==> src/rtl/sha256_job_arbiter_if.sv <==
// Signal bundle between the job sources, the arbiter and the shared SHA-256 engine.
interface sha256_job_arbiter_if #(
  parameter int NUM_REQ = 4
);
  localparam int IDW = $clog2(NUM_REQ);

  logic [NUM_REQ-1:0]         req;
  logic [NUM_REQ-1:0][15:0]   req_msg_addr;
  logic [NUM_REQ-1:0][15:0]   req_out_addr;
  logic [NUM_REQ-1:0]         ack;
  logic [NUM_REQ-1:0]         err;
  logic                       eng_start;
  logic [15:0]                eng_message_addr;
  logic [15:0]                eng_output_addr;
  logic                       eng_done;
  logic                       busy;
  logic [IDW-1:0]             grant_id;
  logic [15:0]                job_count;

  modport slave (
    input  req, req_msg_addr, req_out_addr, eng_done,
    output ack, err, eng_start, eng_message_addr, eng_output_addr,
           busy, grant_id, job_count
  );

  modport master (
    output req, req_msg_addr, req_out_addr, eng_done,
    input  ack, err, eng_start, eng_message_addr, eng_output_addr,
           busy, grant_id, job_count
  );
endinterface

==> src/rtl/sha256_job_arbiter.sv <==
// Round-robin job arbiter sharing one SHA-256 engine among NUM_REQ requesters,
// with a bounded wait on the engine and one-cycle ack/err responses.
module sha256_job_arbiter_lane (
  input  logic clk,
  input  logic reset_n,
  input  logic hit,
  input  logic set_ack,
  input  logic set_err,
  output logic ack,
  output logic err
);
  // Pulses are re-evaluated every cycle, so they self-clear in RESP.
  always_ff @(posedge clk or negedge reset_n) begin
    if (!reset_n) begin
      ack <= 1'b0;
      err <= 1'b0;
    end else begin
      ack <= hit & set_ack;
      err <= hit & set_err;
    end
  end
endmodule

module sha256_job_arbiter #(
  parameter int NUM_REQ        = 4,
  parameter int TIMEOUT_CYCLES = 1024
) (
  input  logic                 clk,
  input  logic                 reset_n,
  sha256_job_arbiter_if.slave  bus
);
  localparam int IDW = $clog2(NUM_REQ);
  localparam int TCW = $clog2(TIMEOUT_CYCLES);

  localparam logic [2:0] S_IDLE      = 3'd0;
  localparam logic [2:0] S_ISSUE     = 3'd1;
  localparam logic [2:0] S_WAIT_BUSY = 3'd2;
  localparam logic [2:0] S_WAIT_DONE = 3'd3;
  localparam logic [2:0] S_RESP      = 3'd4;

  typedef struct packed {
    logic [15:0] msg;
    logic [15:0] out;
  } job_t;

  logic [2:0]         state;
  logic [IDW-1:0]     ptr;
  logic [IDW-1:0]     gid;
  logic [TCW-1:0]     tcnt;
  logic               start;
  logic               busy_q;
  logic [15:0]        jcnt;
  job_t               job;

  logic               found;
  logic [IDW-1:0]     winner;
  logic [IDW:0]       scan;
  logic               timeout;
  logic               set_ack;
  logic               set_err;
  logic [NUM_REQ-1:0] ack_v;
  logic [NUM_REQ-1:0] err_v;

  // First set req bit at or after ptr, wrapping modulo NUM_REQ.
  always_comb begin
    found  = 1'b0;
    winner = '0;
    scan   = '0;
    for (int k = 0; k < NUM_REQ; k++) begin
      scan = {1'b0, ptr} + (IDW+1)'(k);
      if (scan >= (IDW+1)'(NUM_REQ)) scan = scan - (IDW+1)'(NUM_REQ);
      if (!found && bus.req[scan[IDW-1:0]]) begin
        found  = 1'b1;
        winner = scan[IDW-1:0];
      end
    end
  end

  assign timeout = (tcnt == TCW'(TIMEOUT_CYCLES - 1));
  assign set_ack = (state == S_WAIT_DONE) && bus.eng_done;
  // Completion beats a coincident timeout; WAIT_BUSY has no completion path.
  assign set_err = timeout && ((state == S_WAIT_BUSY) ||
                               (state == S_WAIT_DONE && !bus.eng_done));

  always_ff @(posedge clk or negedge reset_n) begin
    if (!reset_n) begin
      state  <= S_IDLE;
      ptr    <= '0;
      gid    <= '0;
      tcnt   <= '0;
      start  <= 1'b0;
      busy_q <= 1'b0;
      jcnt   <= '0;
      job    <= '0;
    end else begin
      case (state)
        S_IDLE: begin
          // eng_done gate also blocks a new start while an abandoned job still runs.
          if (bus.eng_done && found) begin
            job.msg <= bus.req_msg_addr[winner];
            job.out <= bus.req_out_addr[winner];
            gid     <= winner;
            start   <= 1'b1;
            busy_q  <= 1'b1;
            tcnt    <= '0;
            ptr     <= (winner == IDW'(NUM_REQ - 1)) ? '0 : winner + 1'b1;
            state   <= S_ISSUE;
          end
        end
        S_ISSUE: begin
          start <= 1'b0;
          state <= S_WAIT_BUSY;
        end
        S_WAIT_BUSY: begin
          if (timeout) begin
            state <= S_RESP;
          end else begin
            tcnt <= tcnt + 1'b1;
            if (!bus.eng_done) state <= S_WAIT_DONE;
          end
        end
        S_WAIT_DONE: begin
          if (bus.eng_done) begin
            jcnt  <= jcnt + 16'd1;
            state <= S_RESP;
          end else if (timeout) begin
            state <= S_RESP;
          end else begin
            tcnt <= tcnt + 1'b1;
          end
        end
        S_RESP: begin
          busy_q <= 1'b0;
          state  <= S_IDLE;
        end
        default: state <= S_IDLE;
      endcase
    end
  end

  for (genvar i = 0; i < NUM_REQ; i++) begin : g_lane
    sha256_job_arbiter_lane u_lane (
      .clk     (clk),
      .reset_n (reset_n),
      .hit     (gid == IDW'(i)),
      .set_ack (set_ack),
      .set_err (set_err),
      .ack     (ack_v[i]),
      .err     (err_v[i])
    );
  end

  assign bus.ack              = ack_v;
  assign bus.err              = err_v;
  assign bus.eng_start        = start;
  assign bus.eng_message_addr = job.msg;
  assign bus.eng_output_addr  = job.out;
  assign bus.busy             = busy_q;
  assign bus.grant_id         = gid;
  assign bus.job_count        = jcnt;
endmodule

==> src/flat_wrapper.sv <==
// flat-port wrapper written by rule: the top's interface ports become plain ports
module sha256_job_arbiter_flat 
#(
  parameter int NUM_REQ        = 4,
  parameter int TIMEOUT_CYCLES = 1024
)
  (clk, reset_n, bus_req, bus_req_msg_addr, bus_req_out_addr, bus_eng_done, bus_ack, bus_err, bus_eng_start, bus_eng_message_addr, bus_eng_output_addr, bus_busy, bus_grant_id, bus_job_count);
  sha256_job_arbiter_if #(.NUM_REQ(NUM_REQ)) bus_i ();
  input  logic clk;
  input  logic reset_n;
  input wire logic [$bits(bus_i.req)-1:0] bus_req;
  input wire logic [$bits(bus_i.req_msg_addr)-1:0] bus_req_msg_addr;
  input wire logic [$bits(bus_i.req_out_addr)-1:0] bus_req_out_addr;
  input wire logic [$bits(bus_i.eng_done)-1:0] bus_eng_done;
  output wire logic [$bits(bus_i.ack)-1:0] bus_ack;
  output wire logic [$bits(bus_i.err)-1:0] bus_err;
  output wire logic [$bits(bus_i.eng_start)-1:0] bus_eng_start;
  output wire logic [$bits(bus_i.eng_message_addr)-1:0] bus_eng_message_addr;
  output wire logic [$bits(bus_i.eng_output_addr)-1:0] bus_eng_output_addr;
  output wire logic [$bits(bus_i.busy)-1:0] bus_busy;
  output wire logic [$bits(bus_i.grant_id)-1:0] bus_grant_id;
  output wire logic [$bits(bus_i.job_count)-1:0] bus_job_count;
  assign bus_i.req = bus_req;
  assign bus_i.req_msg_addr = bus_req_msg_addr;
  assign bus_i.req_out_addr = bus_req_out_addr;
  assign bus_i.eng_done = bus_eng_done;
  assign bus_ack = bus_i.ack;
  assign bus_err = bus_i.err;
  assign bus_eng_start = bus_i.eng_start;
  assign bus_eng_message_addr = bus_i.eng_message_addr;
  assign bus_eng_output_addr = bus_i.eng_output_addr;
  assign bus_busy = bus_i.busy;
  assign bus_grant_id = bus_i.grant_id;
  assign bus_job_count = bus_i.job_count;
  sha256_job_arbiter #(.NUM_REQ(NUM_REQ), .TIMEOUT_CYCLES(TIMEOUT_CYCLES)) u_core (.clk(clk), .reset_n(reset_n), .bus(bus_i));
endmodule
==> config.mk <==
export PLATFORM = sky130hd
export DESIGN_NAME = sha256_job_arbiter_flat
export DESIGN_NICKNAME = d
export VERILOG_FILES = /design/src/rtl/sha256_job_arbiter_if.sv /design/src/rtl/sha256_job_arbiter.sv /design/src/flat_wrapper.sv
export SDC_FILE = /design/constraint.sdc
export NUM_CORES = 1
export LEC_CHECK = 0
export BUFFER_PORTS_ARGS = -buffer_cell sky130_fd_sc_hd__buf_2
export CAP_MARGIN = 15
export CORE_MARGIN = 2
export CORE_UTILIZATION = 40
export DETAILED_ROUTE_END_ITERATION = 8
export HOLD_SLACK_MARGIN = 0.12
export PLACE_DENSITY_LB_ADDON = 0.3
export SLEW_MARGIN = 20
export SYNTH_ARGS = -nofsm -noshare
export SYNTH_HDL_FRONTEND = slang
export SYNTH_SLANG_ARGS = --single-unit
==> constraint.sdc <==
create_clock -name clk -period 2.1 [get_ports clk]
set_input_delay 0.42 -clock clk [delete_from_list [all_inputs] [get_ports clk]]
set_output_delay 0.42 -clock clk [all_outputs]
set_load 0.05 [all_outputs]
# After elaboration in Yosys (flattened, before gate mapping)
# Cells that the tools add are included.
[word_totals]
ff_bits = 75
wordCells = 118
[op_classes]
n_lt_le_gt_ge = 9
bitwise_logic = 8
eq_ne = 13
n_addsub = 10
mux = 38
reduce_logical = 23
[ops]
columns = ["op", "count"]
rows = [
  ["binary-select mux 16 bit (select 2 bit)", 2],
  ["two-way mux 16 bit", 2],
  ["two-way mux 10 bit", 3],
  ["one-hot mux 10 bit (3 select lines)", 1],
  ["two-way mux 2 bit", 9],
  ["adder 16 x 1 -> 16 bit, second input constant", 1],
  ["less-than comparator 2 x 3 -> 1 bit, second input constant", 5],
  ["two-way mux 3 bit", 5],
  ["one-hot mux 3 bit (4 select lines)", 1],
  ["adder 10 x 1 -> 10 bit, second input constant", 1],
  ["== test 10 bit, second input constant", 1],
  [">= comparator 3 bit, second input constant", 3],
  ["two-way mux 1 bit", 9],
  ["AND 1 bit", 8],
  ["binary-select mux 1 bit (select 2 bit)", 4],
  ["AND reduction 2 bit", 4],
  ["subtractor 2 x 1 -> 2 bit, second input constant", 4],
  ["logical AND 1 bit", 7],
  ["adder 2 x 2 -> 3 bit, second input constant", 2],
  ["== test 2 bit, second input constant", 3],
  ["== test 3 x 2 -> 1 bit, second input constant", 2],
  ["inequality test 3 x 2 -> 1 bit, second input constant", 2],
  ["AND reduction 3 bit", 2],
  ["logical NOT 1 bit", 4],
  ["14 further kinds", 16],
]

# Depth between registers and ports, before layout
[logic_depth]
ltp_word = 17
depth_mapped = 7
depth_no_buf = 6

# By module
# A second synthesis with hierarchy kept.
[hier_totals]
cells_unflattened = 482
hier_area_um2 = 4134.0
[by_module_without_submodules]
columns = ["module", "n_inst", "cells_per_inst", "area_each_um2"]
rows = [
  ["sha256_job_arbiter", 1, 466, 3883.7],
  ["sha256_job_arbiter_lane", 4, 4, 62.6],
]

# Worst setup path before layout
# Ideal clock, no wire load.
[synth_timing]
path_kind = "reg-to-reg"
from = "register u_core.state[1]"
to = "register u_core.tcnt[5]"
n_path_buf = 1
setup_ns = 0.077
arrival_ns = 1.724
path_stages_with_launch = 6
slack_ns = 0.298
required_time_ns = 2.023
period_less_slack_ns = 1.802
cell_sequence = "dfrtp_1 > buf_2 > or4_4 > o21a_1 > or4_1 > a21oi_1"
[synth_via]
elab_chain_len = 3
[synth_lines]
columns = ["item", "line", "source"]
rows = [
  ["start, declared", "sha256_job_arbiter.sv:46", "logic [2:0] state;"],
  ["start signal, assigned", "sha256_job_arbiter.sv:87", "state <= S_IDLE;"],
  ["start signal, assigned", "sha256_job_arbiter.sv:107", "state <= S_ISSUE;"],
  ["start signal, assigned", "sha256_job_arbiter.sv:112", "state <= S_WAIT_BUSY;"],
  ["== test 3 x 2 -> 1 bit / logical NOT 3 bit (equally long branches)", "sha256_job_arbiter.sv:96", "case (state)"],
  ["inequality test 2 bit (no source line) (tied with other cells)", "-", ""],
  ["AND reduction 3 bit (no source line)", "-", ""],
  ["end signal, assigned", "sha256_job_arbiter.sv:118", "tcnt <= tcnt + 1'b1;"],
  ["end signal, assigned", "sha256_job_arbiter.sv:129", "tcnt <= tcnt + 1'b1;"],
  ["end, declared", "sha256_job_arbiter.sv:49", "logic [TCW-1:0] tcnt;"],
]
# Parallel ways exist; a longest one is shown, timed or not.
# A chain may end at the register's enable or synchronous reset.

# Final worst setup path
[layout_timing]
from = "register u_core.tcnt[0]"
to = "register u_core.tcnt[5]"
[layout_via]
elab_chain_len = 4
[layout_lines]
columns = ["item", "line", "source"]
rows = [
  ["adder 10 x 1 -> 10 bit / == test 10 bit (equally long branches)", "sha256_job_arbiter.sv:118, sha256_job_arbiter.sv:129, sha256_job_arbiter.sv:79", ""],
  ["two-way mux 10 bit (*)", "sha256_job_arbiter.sv:115, sha256_job_arbiter.sv:126", ""],
  ["two-way mux 10 bit", "sha256_job_arbiter.sv:123", "if (bus.eng_done) begin"],
  ["one-hot mux 10 bit (3 select lines) (*)", "sha256_job_arbiter.sv:96", ""],
]
# Mark *: on every way between the ends. The rest lies on a longest branch, timed or not. The select of a mux whose other input is x is not followed.

==> metrics <==
sequential area share after synthesis 48.0%; Synth top area share 48.0%; I/O Buffers 194; Post-Synth Simple-Gate Area 14.2%; Iter 0 DRT Violations 84; Post-CTS Setup Repair Bufs 0; crit path capture type flop; multi-input logic area 1860 µm²; detailed-route via count 3652; initial antenna violation count 0; Synth Register Bits 75; CTS Hold Buffers Added 0; xor/xnor cell area share of the yosys netlist 4.03%; Synth Area in Compound Gates 11.9%; Slew Limit Fails 0; Post-route DRC 0; Worst Skew 0.0120 ns; Die Area 10600 µm²; number of endpoints failing setup at the final stage 0; Via density 5.13; final-layout fill cell count 899; Max-Cap Viols 0; Mean Syn Cell Area 10.6 µm²; unrepaired setup endpoints after global routing no; Ys Warns 0; syn_nets 506; initial cell density of the core 40.6%; CTS resizes 0; power per cell area 1330 nW/µm²; share of layout cells above drive strength 1 41.6%; first-pass GRT wire length 16.3 mm; Overflow after GRT 0; Final Hold Vio Count 0; worst path required time 2.36 ns; Tcrit/Tclk final 92.7%; Worst R2R Path Depth 6; main combinational cell family by area after synthesis multiplexers; synth top area cells dfrtp_1 48%, mux2i_1 16%, o221ai_1 7.2%; Root Driver clkbuf_8; n_diodes 0; Global Route Usage Sum 20.0%; latest clock arrival within the worst-skew pair 0.34 ns; H-tree Lvls 3; fmax 514 MHz; Die X 103 µm; CTS tree yes; area growth from synthesis to layout 38.6%; Cell Rows 36; mux cell area share after synthesis 16.4%; die span in y 103 µm; CP startpoint kind flop; maximum VDD drop 0.000824 V; Lkg Pwr 2.83 nW; Syn Std Cell Area 3910 µm²; Netlist cell types 43; HP Class input port to async pin; DP HPWL 8.16 mm; hold slack 0.122 ns; largest net degree at the start of global routing 41; Sequential Area 1880 µm²; dpl ws -0.0384 ns; CTS clock-pin slew for the worst setup and hold paths 0.07 ns; Worst Tran Pin Value 0.568 ns; CP max FO 14; cts bufs inserted 9; status finished clean; core area 9640 µm²; final WL 10.6 mm; setup ws final 0.153 ns; cells after synthesis 369; largest area contributor in the netlist dfrtp_1; final layout net count 711; Antenna Nets Post-Route 0; number of global-route vias before repair 3393; Ports 195; crit path DAT 2.21 ns; Synth Area in Adders 0.640%; Num Clock Sinks 75; minimum clock period after layout 1.95 ns; WL per Instance 14.9 µm; clock tree buffer depth 2; Setup Crit Path Kind flop to flop; Placer Congestion 0.855; final core utilization 56.2%; Detailed Routing Iterations Pass 1 4; Rel. slew slack 61.6%
-- report_power, final --
part           internal [W]  switching [W]
clock network      0.000824       0.000513
registers           0.00189       0.000331
logic               0.00121        0.00241
-- state kept, by name (all words and copies together) (netlist names), 3 cells and up --
register and cells:
u_core.state 3, u_core.bus.eng_message_addr 16, u_core.g_lane.u_lane.ack 4, u_core.g_lane.u_lane.err 4
u_core.bus.eng_output_addr 16, u_core.tcnt 10, u_core.bus.job_count 16
-- critical path, stage by stage, from the launching register on --
cell and delay (ns):
dfrtp_1 0.43, ha_1 0.23, nand3_1 0.17, nor4_2 0.06, o21a_1 0.30, or4_1 0.51, a21oi_1 0.17
-- synth_stat cells --
master / n
dfrtp_1: 75
mux2i_1: 64
nand2_1: 56
o221ai_1: 32
xnor2_1: 16
buf_2: 15
nor2_1: 11
a21oi_1: 10
buf_4: 9
nand3_1: 9
inv_1: 8
nand4_1: 6
o21ai_0: 6
nand2b_1: 5
nor3_1: 4
or4_1: 4
and3_1: 3
o31ai_1: 3
or3_1: 3
a21o_1: 2
buf_1: 2
clkbuf_1: 2
ha_1: 2
nor2b_1: 2
xor2_1: 2
a211oi_1: 1
a21boi_0: 1
a221oi_1: 1
a22o_1: 1
a22oi_1: 1
and2_1: 1
and4_1: 1
and4b_1: 1
nand4b_1: 1
nor2_4: 1
nor3b_1: 1
nor4_1: 1
nor4_2: 1
o21a_1: 1
o32a_1: 1
o41ai_1: 1
or3b_2: 1
or4_4: 1
-- path summary, 6_finish.rpt --
check                                          from                        endpoint  slack [ns]
max                                  u_core.tcnt[0]                  u_core.tcnt[5]        0.15
min                                         reset_n     u_core.g_lane[0].u_lane.err        0.12
max reg2reg                          u_core.tcnt[0]                  u_core.tcnt[5]        0.15
min reg2reg                u_core.bus.job_count[15]        u_core.bus.job_count[15]        0.48
max in group asynchronous                   reset_n   u_core.bus.eng_output_addr[7]        1.62
min in group clk                bus_req_msg_addr[4]  u_core.bus.eng_message_addr[4]        0.40
-- final cells by class --
cell class / instances / area share, %
sequential: 75 / 34.6
multi-input combinational: 258 / 34.2
timing repair buffer: 222 / 23.0
tap: 133 / 3.07
clock buffer: 12 / 2.68
clock inverter: 4 / 1.80
inverter: 8 / 0.554
-- layout by cell type (no fill, tap or decap), types with 8 or more instances in the layout --
| master | count |
|---|---|
| buf_2 | 193 |
| dfrtp_1 | 75 |
| mux2i_1 | 64 |
| nand2_1 | 56 |
| o221ai_1 | 32 |
| buf_4 | 24 |
| xnor2_1 | 16 |
| nor2_1 | 11 |
| clkbuf_8 | 10 |
| nand3_1 | 9 |
| a21oi_1 | 9 |
| inv_1 | 8 |
-- kinds of logic after synthesis --
logic type	after synthesis
AO/OA/AOI/OAI	61
multiplexers	64
adder cells (fa/ha/maj)	2
flip-flops	75
XOR/XNOR	18
buffers and inverters	36
AND/OR/NAND/NOR	113
-- per-layer routing --
layer	vias up	global-route usage [%]	wire [µm]
li1	1755	-	-
met1	1714	26.2	4590
met2	164	32.5	5090
met3	19	3.19	643
met4	0	9.21	253
met5	-	0	0
-- through the flow --
step / power, W / TNS (ns) / instances / cell area (µm²)
floorplan: 0.00476 / 0 / 369 / 3910
global placement: 0.00581 / 0 / 696 / 5170
detailed placement: 0.00589 / -0.675 / 696 / 5170
CTS: 0.00725 / 0 / 712 / 5420
global route: 0.00761 / 0 / 712 / 5420
finish: 0.00718 / 0 / 712 / 5420
(Power assumes the default switching activity.)
